===== src/rtl/switch_allocator_pkg.sv =====
`default_nettype none
// ============================================================================
// Module  : noc_params (package)
// Brief   : Shared router widths and types for the switch allocator slice.
// Revision: 1.0 - initial release
// ============================================================================
package noc_params;

    localparam int VC_NUM     = 2;
    localparam int VC_SIZE    = (VC_NUM > 1) ? $clog2(VC_NUM) : 1;
    localparam int PORT_COUNT = 5;
    localparam int PORT_SIZE  = (PORT_COUNT > 1) ? $clog2(PORT_COUNT) : 1;

    typedef logic [PORT_SIZE-1:0] port_t;

endpackage
`default_nettype wire


===== src/rtl/round_robin_arbiter.sv =====
`default_nettype none
// ============================================================================
// Module  : round_robin_arbiter
// Brief   : N-way round-robin arbiter; pointer advances past the winner only
//           when the caller confirms the grant.
// Revision: 1.0 - initial release
// ============================================================================
module round_robin_arbiter #(
    parameter int N = 2,
    localparam int IW = (N > 1) ? $clog2(N) : 1
) (
    input  logic          clk,
    input  logic          rst,
    input  logic [N-1:0]  request_i,
    input  logic          grant_en_i,
    output logic [N-1:0]  grant_o,
    output logic [IW-1:0] grant_idx_o,
    output logic          any_grant_o
);

    logic [IW-1:0] r_ptr;
    logic [IW:0]   w_sum;
    logic [IW-1:0] w_idx;

    // Scan upward from the pointer, wrapping at N; first requester wins.
    always_comb begin
        grant_o     = '0;
        grant_idx_o = '0;
        any_grant_o = 1'b0;
        w_sum       = '0;
        w_idx       = '0;
        for (int k = 0; k < N; k++) begin
            w_sum = {1'b0, r_ptr} + (IW+1)'(k);
            if (w_sum >= (IW+1)'(N)) begin
                w_sum = w_sum - (IW+1)'(N);
            end
            w_idx = w_sum[IW-1:0];
            if (!any_grant_o && request_i[w_idx]) begin
                any_grant_o    = 1'b1;
                grant_idx_o    = w_idx;
                grant_o[w_idx] = 1'b1;
            end
        end
    end

    always_ff @(posedge clk or posedge rst) begin
        if (rst) begin
            r_ptr <= '0;
        end else if (grant_en_i && any_grant_o) begin
            r_ptr <= (grant_idx_o == IW'(N-1)) ? '0 : grant_idx_o + 1'b1;
        end
    end

endmodule
`default_nettype wire


===== src/rtl/switch_allocator.sv =====
`default_nettype none
// ============================================================================
// Module  : switch_allocator
// Brief   : Separable input-first switch allocator with registered crossbar
//           selects. Optional starvation monitor: SA_STARVATION_CHECK_EN.
// Revision: 1.0 - initial release
// ============================================================================
module switch_allocator
    import noc_params::*;
#(
    parameter int PORT_NUM     = PORT_COUNT,
    parameter int STARVE_LIMIT = 16
) (
    input  logic                clk,
    input  logic                rst,
    input  logic [VC_NUM-1:0]   switch_request_i [PORT_NUM],
    input  port_t               out_port_i       [PORT_NUM][VC_NUM],
    input  logic [VC_SIZE-1:0]  downstream_vc_i  [PORT_NUM][VC_NUM],
    input  logic [VC_NUM-1:0]   on_off_i         [PORT_NUM],
    output logic [PORT_NUM-1:0] valid_sel_o,
    output logic [VC_SIZE-1:0]  vc_sel_o         [PORT_NUM],
    output port_t               xb_sel_o         [PORT_NUM],
    output logic [PORT_NUM-1:0] xb_valid_o,
    output logic [VC_NUM-1:0]   starve_o         [PORT_NUM]
);

    if (STARVE_LIMIT < 1) begin : g_bad_limit
        $error("STARVE_LIMIT must be at least 1");
    end

    logic [VC_NUM-1:0]   w_eligible [PORT_NUM];
    logic [VC_NUM-1:0]   w_s1_grant [PORT_NUM];
    logic [VC_SIZE-1:0]  w_s1_vc    [PORT_NUM];
    logic [PORT_NUM-1:0] w_s1_any;
    port_t               w_s1_target[PORT_NUM];
    logic [PORT_NUM-1:0] w_s2_req   [PORT_NUM];
    logic [PORT_NUM-1:0] w_s2_grant [PORT_NUM];
    port_t               w_s2_idx   [PORT_NUM];
    logic [PORT_NUM-1:0] w_s2_any;
    logic [PORT_NUM-1:0] w_valid_sel;

    // Out-of-range routes are never eligible so on_off_i is not over-indexed.
    always_comb begin
        for (int i = 0; i < PORT_NUM; i++) begin
            for (int v = 0; v < VC_NUM; v++) begin
                w_eligible[i][v] = 1'b0;
                if (switch_request_i[i][v] && (int'(out_port_i[i][v]) < PORT_NUM)) begin
                    w_eligible[i][v] = on_off_i[out_port_i[i][v]][downstream_vc_i[i][v]];
                end
            end
        end
    end

    for (genvar i = 0; i < PORT_NUM; i++) begin : g_in_arb
        round_robin_arbiter #(.N(VC_NUM)) u_in_arb (
            .clk        (clk),
            .rst        (rst),
            .request_i  (w_eligible[i]),
            .grant_en_i (w_valid_sel[i]),
            .grant_o    (w_s1_grant[i]),
            .grant_idx_o(w_s1_vc[i]),
            .any_grant_o(w_s1_any[i])
        );
    end

    always_comb begin
        for (int i = 0; i < PORT_NUM; i++) begin
            w_s1_target[i] = '0;
            for (int v = 0; v < VC_NUM; v++) begin
                if (w_s1_grant[i][v]) begin
                    w_s1_target[i] = out_port_i[i][v];
                end
            end
        end
        for (int o = 0; o < PORT_NUM; o++) begin
            for (int i = 0; i < PORT_NUM; i++) begin
                w_s2_req[o][i] = w_s1_any[i] && (w_s1_target[i] == port_t'(o));
            end
        end
    end

    for (genvar o = 0; o < PORT_NUM; o++) begin : g_out_arb
        round_robin_arbiter #(.N(PORT_NUM)) u_out_arb (
            .clk        (clk),
            .rst        (rst),
            .request_i  (w_s2_req[o]),
            .grant_en_i (w_s2_any[o]),
            .grant_o    (w_s2_grant[o]),
            .grant_idx_o(w_s2_idx[o]),
            .any_grant_o(w_s2_any[o])
        );
    end

    // Each input targets a single output, so OR-ing the columns is one-hot safe.
    always_comb begin
        for (int i = 0; i < PORT_NUM; i++) begin
            w_valid_sel[i] = 1'b0;
            for (int o = 0; o < PORT_NUM; o++) begin
                w_valid_sel[i] = w_valid_sel[i] | w_s2_grant[o][i];
            end
            w_valid_sel[i] = w_valid_sel[i] & ~rst;
            vc_sel_o[i]    = w_valid_sel[i] ? w_s1_vc[i] : '0;
        end
        valid_sel_o = w_valid_sel;
    end

    always_ff @(posedge clk or posedge rst) begin
        if (rst) begin
            xb_valid_o <= '0;
            for (int o = 0; o < PORT_NUM; o++) begin
                xb_sel_o[o] <= '0;
            end
        end else begin
            xb_valid_o <= w_s2_any;
            for (int o = 0; o < PORT_NUM; o++) begin
                if (w_s2_any[o]) begin
                    xb_sel_o[o] <= w_s2_idx[o];
                end
            end
        end
    end

`ifdef SA_STARVATION_CHECK_EN
    localparam int SW = $clog2(STARVE_LIMIT + 1);

    logic [SW-1:0]     r_starve_cnt [PORT_NUM][VC_NUM];
    logic [VC_NUM-1:0] r_starve     [PORT_NUM];

    // Counter saturates at the limit; the flag latches on the edge it gets there.
    always_ff @(posedge clk or posedge rst) begin
        if (rst) begin
            for (int i = 0; i < PORT_NUM; i++) begin
                r_starve[i] <= '0;
                for (int v = 0; v < VC_NUM; v++) begin
                    r_starve_cnt[i][v] <= '0;
                end
            end
        end else begin
            for (int i = 0; i < PORT_NUM; i++) begin
                for (int v = 0; v < VC_NUM; v++) begin
                    if (!switch_request_i[i][v] || (w_valid_sel[i] && w_s1_grant[i][v])) begin
                        r_starve_cnt[i][v] <= '0;
                    end else if (r_starve_cnt[i][v] != SW'(STARVE_LIMIT)) begin
                        r_starve_cnt[i][v] <= r_starve_cnt[i][v] + 1'b1;
                        if (r_starve_cnt[i][v] == SW'(STARVE_LIMIT - 1)) begin
                            r_starve[i][v] <= 1'b1;
                        end
                    end
                end
            end
        end
    end

    always_comb begin
        for (int i = 0; i < PORT_NUM; i++) begin
            starve_o[i] = r_starve[i];
        end
    end
`else
    always_comb begin
        for (int i = 0; i < PORT_NUM; i++) begin
            starve_o[i] = '0;
        end
    end
`endif

endmodule
`default_nettype wire


===== config.mk =====
export PLATFORM = sky130hd
export DESIGN_NAME = switch_allocator
export DESIGN_NICKNAME = d
export VERILOG_FILES = /design/src/rtl/switch_allocator_pkg.sv /design/src/rtl/round_robin_arbiter.sv /design/src/rtl/switch_allocator.sv
export SDC_FILE = /design/constraint.sdc
export NUM_CORES = 1
export LEC_CHECK = 0
export BUFFER_PORTS_ARGS = -buffer_cell sky130_fd_sc_hd__buf_2
export CAP_MARGIN = 20
export CORE_AREA = 8 8 166 121
export CTS_BUF_LIST = sky130_fd_sc_hd__clkbuf_2 sky130_fd_sc_hd__clkbuf_4 sky130_fd_sc_hd__clkbuf_8
export DETAILED_ROUTE_END_ITERATION = 8
export DIE_AREA = 0 0 174 129
export MAX_ROUTING_LAYER = met4
export PLACE_DENSITY = 0.75
export SLEW_MARGIN = 20
export SYNTH_ARGS = -nofsm -noshare
export SYNTH_HDL_FRONTEND = slang
export SYNTH_SLANG_ARGS = --single-unit

===== constraint.sdc =====
create_clock -name clk -period 6.1 [get_ports clk]
set_input_delay 0.915 -clock clk [delete_from_list [all_inputs] [get_ports clk]]
set_output_delay 0.915 -clock clk [all_outputs]
set_load 0.01 [all_outputs]

==> qor.yml, run 1 <==
floorplanning:
  fp.dieH_um: 129
  die_area_mm2: 0.02245
  io_pins: 102
  coreArea_mm2: 0.01754
  placement_rows: 41
  die_w_um: 174
  initial_core_util: 0.5402
logic_synthesis:
  avgSynthCellArea_um2: 7.341
  synth_cell_types: 108
  netlist.area_leader.share: 0.1056
  ys_seq_elements: 40
  yosysSeqAreaShare: 0.1056
  synth_edf_count: 0
  synth_top_area_cell: "dfrtp_1"
  synthesis.instances: 1291
  synth.area.top_cells: "dfrtp_1 (11%), ha_1 (6.6%), nand2_1 (5.2%), mux2i_1 (4.9%), nor2_1 (4.6%)"
  synthFlopType: "dfrtp_1"
  syn_area_mm2: 0.009478
  async_flop_share: 1.000
  yosys_warnings: 0
timing:
  setup_viol: 0
  hold_viol_final: 0
  slew_viol_final: 0
  skew_ns: 0.02561
  period_needed_ns: 5.986
  tightest_slew_ns: 0.7874
  clock.fmax_ghz: 0.1671
  fin_crit_sh: 0.9813
  slew_headroom: 0.4726
  setup_slack_ns: 0.1139
setup_path:
  worst_ep_arrival_time_ns: 5.07
  cp_max_fo: 8
  crit_type: "primary input to output port"
  startpoint_type: "primary input"
  required_ns: 5.18
  r2r_end: "g_out_arb[4].u_out_arb.r_ptr[2]$_DFFE_PP0P_"
  reg2regPathDepth: 16
  reg2reg_setup_slack_ns: 1.10
  worstSetupEndpointType: "output port"
  r2r-start: "g_out_arb[4].u_out_arb.r_ptr[0]$_DFFE_PP0P_"
worst_hold_path:
  hold_path_end: "xb_sel_o[6]$_DFFE_PP0P_"
  worstHoldStart: "xb_sel_o[6]$_DFFE_PP0P_"
  holdCritPathClass: "flip-flop to flip-flop"
  hold_depth: 2
routing:
  drt_iter0_drc: 1413
  wl_met3_mm: 4.444
  vias: 11220
  via_per_inst: 6.760
  maxUsedRoutingLayer: "met4"
  avgRoutedWirePerCell_um: 22.09
  wirelength_mm: 36.65
  wl_met1_mm: 16.45
  drc_errors: 0
  ant_nets: 0
  dr_wl_met2_mm: 14.94
  firstDrtPassIters: 6
placement:
  io_buffer_count: 91
  dp.cells: 1647
  dpl.hpwl_mm: 29.58
  routabilityCongestion: 1.104
  dpl_worst_slack_ns: 0.1052
global_route:
  grt_pass1_vias: 10150
  overflow: 0
  grt_max_degree: 29
  antenna_found_initial: 1
  grt_util_all_layers: 0.3195
  grt_pass1_wl_mm: 56.41
clock_network:
  cts_max_path_buffers: 2
  cts_hold_buf: 0
  cts_buffers: 5
  clock_latency_ns: 0.36
  path_clk_slew_ns: 0.09
  cts_tree: "done"
  cts.sinks: 40
  ctsHtreeMaxLevel: 2
  cts_root_buf: "clkbuf_8"
run_status:
  outcome: "complete, no violations"
layout:
  layout_commonest_cell: "nand2_1"
  drive_above_1_share: 0.2166
  nets: 1538
  areaGrowthSynthToFinish_pct: 14.88
  mostFrequentLayoutCells: "nand2_1 (130), nor2_1 (114), buf_2 (91)"
  fin_cells: 1659
job:
  drv_cap: 0
[cell usage after synthesis, drive strengths merged, types with 13 or more instances]
cell type,instances
nand3,51
nor2b,15
nor4,13
nand2b,30
a22oi,15
dfrtp,40
o211ai,25
nor3,41
o31a,16
nand4,14
a21o,17
and3,22
a21oi,51
ha,50
mux2,23
o22ai,28
xnor2,32
mux2i,46
nor2,116
clkbuf,32
a211oi,15
or3,20
a31oi,20
nand2,134
o31ai,18
buf,31
inv,78
o21ai,59
[per-stage QoR]
step                      hold WS (ns)  area (um2)  utilization    TNS, ns
final                           0.4756       10890       0.6206          0
after global routing            0.5045       10890       0.6206  -0.001261
after CTS                       0.4824       10690       0.6095          0
after detailed placement        0.4593       10580       0.6029          0
after global placement          0.4553       10580       0.6029          0
after floorplan                 0.4799        9512            -          0
[layer usage]
layer	track usage	up-vias
li1	-	5165
met1	0.4536	5225
met2	0.4487	746
met3	0.07638	79
met4	0.07018	0
met5	-	-
[worst max path at each step]
stage                    from             end  slack, ns  cells past startpoint
6_report       out_port_i[15]     vc_sel_o[2]       0.11                     14
3_3_place_gp   out_port_i[15]  valid_sel_o[3]       0.12                     16
3_5_place_dp   out_port_i[15]     vc_sel_o[1]       0.11                     16
2_1_floorplan     on_off_i[1]  valid_sel_o[2]       0.84                     16
5_1_grt         out_port_i[3]  valid_sel_o[2]     -0.001                     16
4_1_cts        out_port_i[15]     vc_sel_o[1]       0.08                     16
[state kept, by name (all words and copies together) (netlist names)]
signal                     flops
g_in_arb.u_in_arb.r_ptr        5
xb_valid_o                     5
xb_sel_o                      15
g_out_arb.u_out_arb.r_ptr     15
[repair_timing]
| item | in CTS | in global routing |
|---|---|---|
| setup endpoints to repair | 0 | 10 |
| gates resized for setup | 0 | 31 |
| setup buffers | 0 | 3 |
[area by class of cell]
type	count	area (um2)
clock buffer	5	68.82
timing repair buffer	177	1101
sequential	40	1002
multi-input combinational	1115	8064
inverter	82	307.8
clock inverter	3	46.29
antenna	1	2.502
fill	1645	6656
tap	236	295.3
[kinds of logic after synthesis]
logic type / synth area share
other: 0.0003957
adder cells (fa/ha/maj): 0.07657
XOR/XNOR: 0.03234
multiplexers: 0.09254
AND/OR/NAND/NOR: 0.3082
buffers and inverters: 0.06495
flip-flops: 0.1056
AO/OA/AOI/OAI: 0.3193
[critical path, cell delays in order]
cell	delay (ns)
buf_2	0.15
mux4_2	0.50
and3b_1	0.24
o31a_1	0.36
and3_1	0.26
nor4_4	0.67
nand3_1	0.18
a41oi_2	0.22
or4b_4	0.54
or2_4	0.29
o211ai_2	0.23
o211ai_2	0.14
nor2_1	0.20
buf_2	0.17
Power of run 1 is not shown: default switching activity piles up to over one toggle a cycle in this logic, so the estimate is an artifact.
==> run 2, diff against run 1 <==
--- a/config.mk
+++ b/config.mk
@@ -13,6 +13,7 @@
 export DIE_AREA = 0 0 174 129
 export MAX_ROUTING_LAYER = met4
 export PLACE_DENSITY = 0.75
+export RECOVER_POWER = 50
 export SLEW_MARGIN = 20
 export SYNTH_ARGS = -nofsm -noshare
 export SYNTH_HDL_FRONTEND = slang
==> run 2 against run 1 <==
  * The flow now finishes with violations (capacitance limit, slew limit)
  * Largest cell class unchanged
  * Via count barely moved
  * First-iteration DRC count rose by 0.78%
  * Clock-buffer cell count did not move
  * Critical path depth did not move
  * Clock skew fell by 0.0012 ns
==> qor.yml, run 2 (synthesis results as in run 1) <==
timing:
  hold_viol_final: 0
  skew_ns: 0.02438
  period_needed_ns: 5.999
  slew_headroom: -0.04564
  fin_crit_sh: 0.9835
  tightest_slew_ns: 1.568
  setup_viol: 0
  slew_viol_final: 29
  tns_ns: 0
  clock.fmax_ghz: 0.1667
layout:
  final.fill_count: 1656
  multi_input_area_mm2: 0.008064
  nets: 1538
  layout_commonest_cell: "nand2_1"
  mostFrequentLayoutCells: "nand2_1 (130), nor2_1 (114), buf_4 (85)"
  largest_registers: "g_out_arb.u_out_arb.r_ptr x15, xb_sel_o x15"
  regArea_mm2: 0.001002
  drive_above_1_share: 0.2053
  areaGrowthSynthToFinish_pct: 14.64
routing:
  firstDrtPassIters: 5
  ant_nets: 0
  drt_iter0_drc: 1424
  wirelength_mm: 36.54
  maxUsedRoutingLayer: "met4"
  dr_wl_met2_mm: 14.90
  via_per_inst: 6.753
  wl_met1_mm: 16.36
  vias: 11200
  drc_errors: 0
  avgRoutedWirePerCell_um: 22.02
  wl_met3_mm: 4.484
clock_network:
  cts.sinks: 40
  path_clk_slew_ns: 0.10
  clock_latency_ns: 0.35
  cts_max_path_buffers: 2
  cts_tree: "done"
  cts_root_buf: "clkbuf_8"
  cts_buffers: 5
  cts_hold_buf: 0
  ctsHtreeMaxLevel: 2
placement:
  io_buffer_count: 91
  dpl.hpwl_mm: 29.58
  routabilityCongestion: 1.104
global_route:
  overflow: 0
  antenna_found_initial: 1
  grt_max_degree: 29
  grt_util_all_layers: 0.3195
  grt_pass1_wl_mm: 56.41
  grt_pass1_vias: 10150
worst_hold_path:
  holdCritPathClass: "flip-flop to flip-flop"
  hold_path_end: "xb_sel_o[6]$_DFFE_PP0P_"
  worstHoldStart: "xb_sel_o[6]$_DFFE_PP0P_"
  hold_depth: 2
setup_path:
  worst_ep_arrival_time_ns: 5.08
  crit_type: "primary input to output port"
  startpoint_type: "primary input"
  cp_max_fo: 8
  worstPathCellList: "buf_2 > mux4_2 > and3b_1 > o31a_1 > and3_1 > nor4_4 > nand3_1 > a41oi_2 > or4b_4 > or2_4 > o211ai_2 > o211ai_2 > nor2_1 > buf_2"
  reg2reg_setup_slack_ns: 1.02
  crit_slowest_cell: "nor4_4"
  r2r-start: "g_out_arb[4].u_out_arb.r_ptr[0]$_DFFE_PP0P_"
  reg2regPathDepth: 16
  r2r_end: "g_out_arb[4].u_out_arb.r_ptr[2]$_DFFE_PP0P_"
  required_ns: 5.18
  worstSetupEndpointType: "output port"
  crit_path_max_incr_delay_ns: 0.68
run_status:
  violations: "capacitance limit, slew limit"
  outcome: "finished with violations"
floorplanning:
  die_area_mm2: 0.02245
  fp.dieH_um: 129
  die_w_um: 174
  io_pins: 102
  placement_rows: 41
  initial_core_util: 0.5402
  coreArea_mm2: 0.01754
job:
  drv_cap: 1
==> run 2: critical path: cells and delay by family <==
family                 cells  cell delay [ns]
AND/OR/NAND/NOR            7             2.38
multiplexers               1             0.50
AO/OA/AOI/OAI              4             0.97
buffers and inverters      2             0.32
==> run 2: timing repair <==
action,CTS,global route
endpoints found under the setup margin,0,10
resized for setup,0,31
buffers inserted,0,3
hold endpoints to repair,0,0
==> run 2: metal layers <==
| metal | global-route usage | up-vias |
|---|---|---|
| met5 | - | - |
| met4 | 0.07018 | 0 |
| met3 | 0.07638 | 82 |
| met2 | 0.4487 | 732 |
| met1 | 0.4536 | 5219 |
| li1 | - | 5171 |
==> run 2: worst max path at each step <==
stage	startpoint	cells after the start	to
detailed placement	out_port_i[15]	16	vc_sel_o[1]
global placement	out_port_i[15]	16	valid_sel_o[3]
floorplan	on_off_i[1]	16	valid_sel_o[2]
global route	out_port_i[3]	16	valid_sel_o[2]
CTS	out_port_i[15]	16	vc_sel_o[1]
finish	out_port_i[15]	14	vc_sel_o[2]
==> run 2: final cells by class <==
type / count / share of cell area
diodes: 1 / 0.0002303
clock buffers: 5 / 0.006333
clock inverters: 3 / 0.004261
inverters: 82 / 0.02833
multi-input cells: 1115 / 0.7422
flip-flops and latches: 40 / 0.09224
well taps: 236 / 0.02718
repair buffers: 177 / 0.09926
==> run 2: through the flow <==
| stage | area [um2] | hold slack, ns | instances | setup WS, ns | util |
|---|---|---|---|---|---|
| after floorplan | 9512 | 0.4799 | 1300 | 0.8352 | - |
| after global placement | 10580 | 0.4553 | 1647 | 0.1218 | 0.6029 |
| after detailed placement | 10580 | 0.4593 | 1647 | 0.1052 | 0.6029 |
| after CTS | 10690 | 0.4824 | 1655 | 0.08312 | 0.6095 |
| after global routing | 10870 | 0.5080 | 1659 | -0.001378 | 0.6193 |
| final | 10870 | 0.4801 | 1659 | 0.1005 | 0.6193 |
Power of run 2 is left out for the same reason.
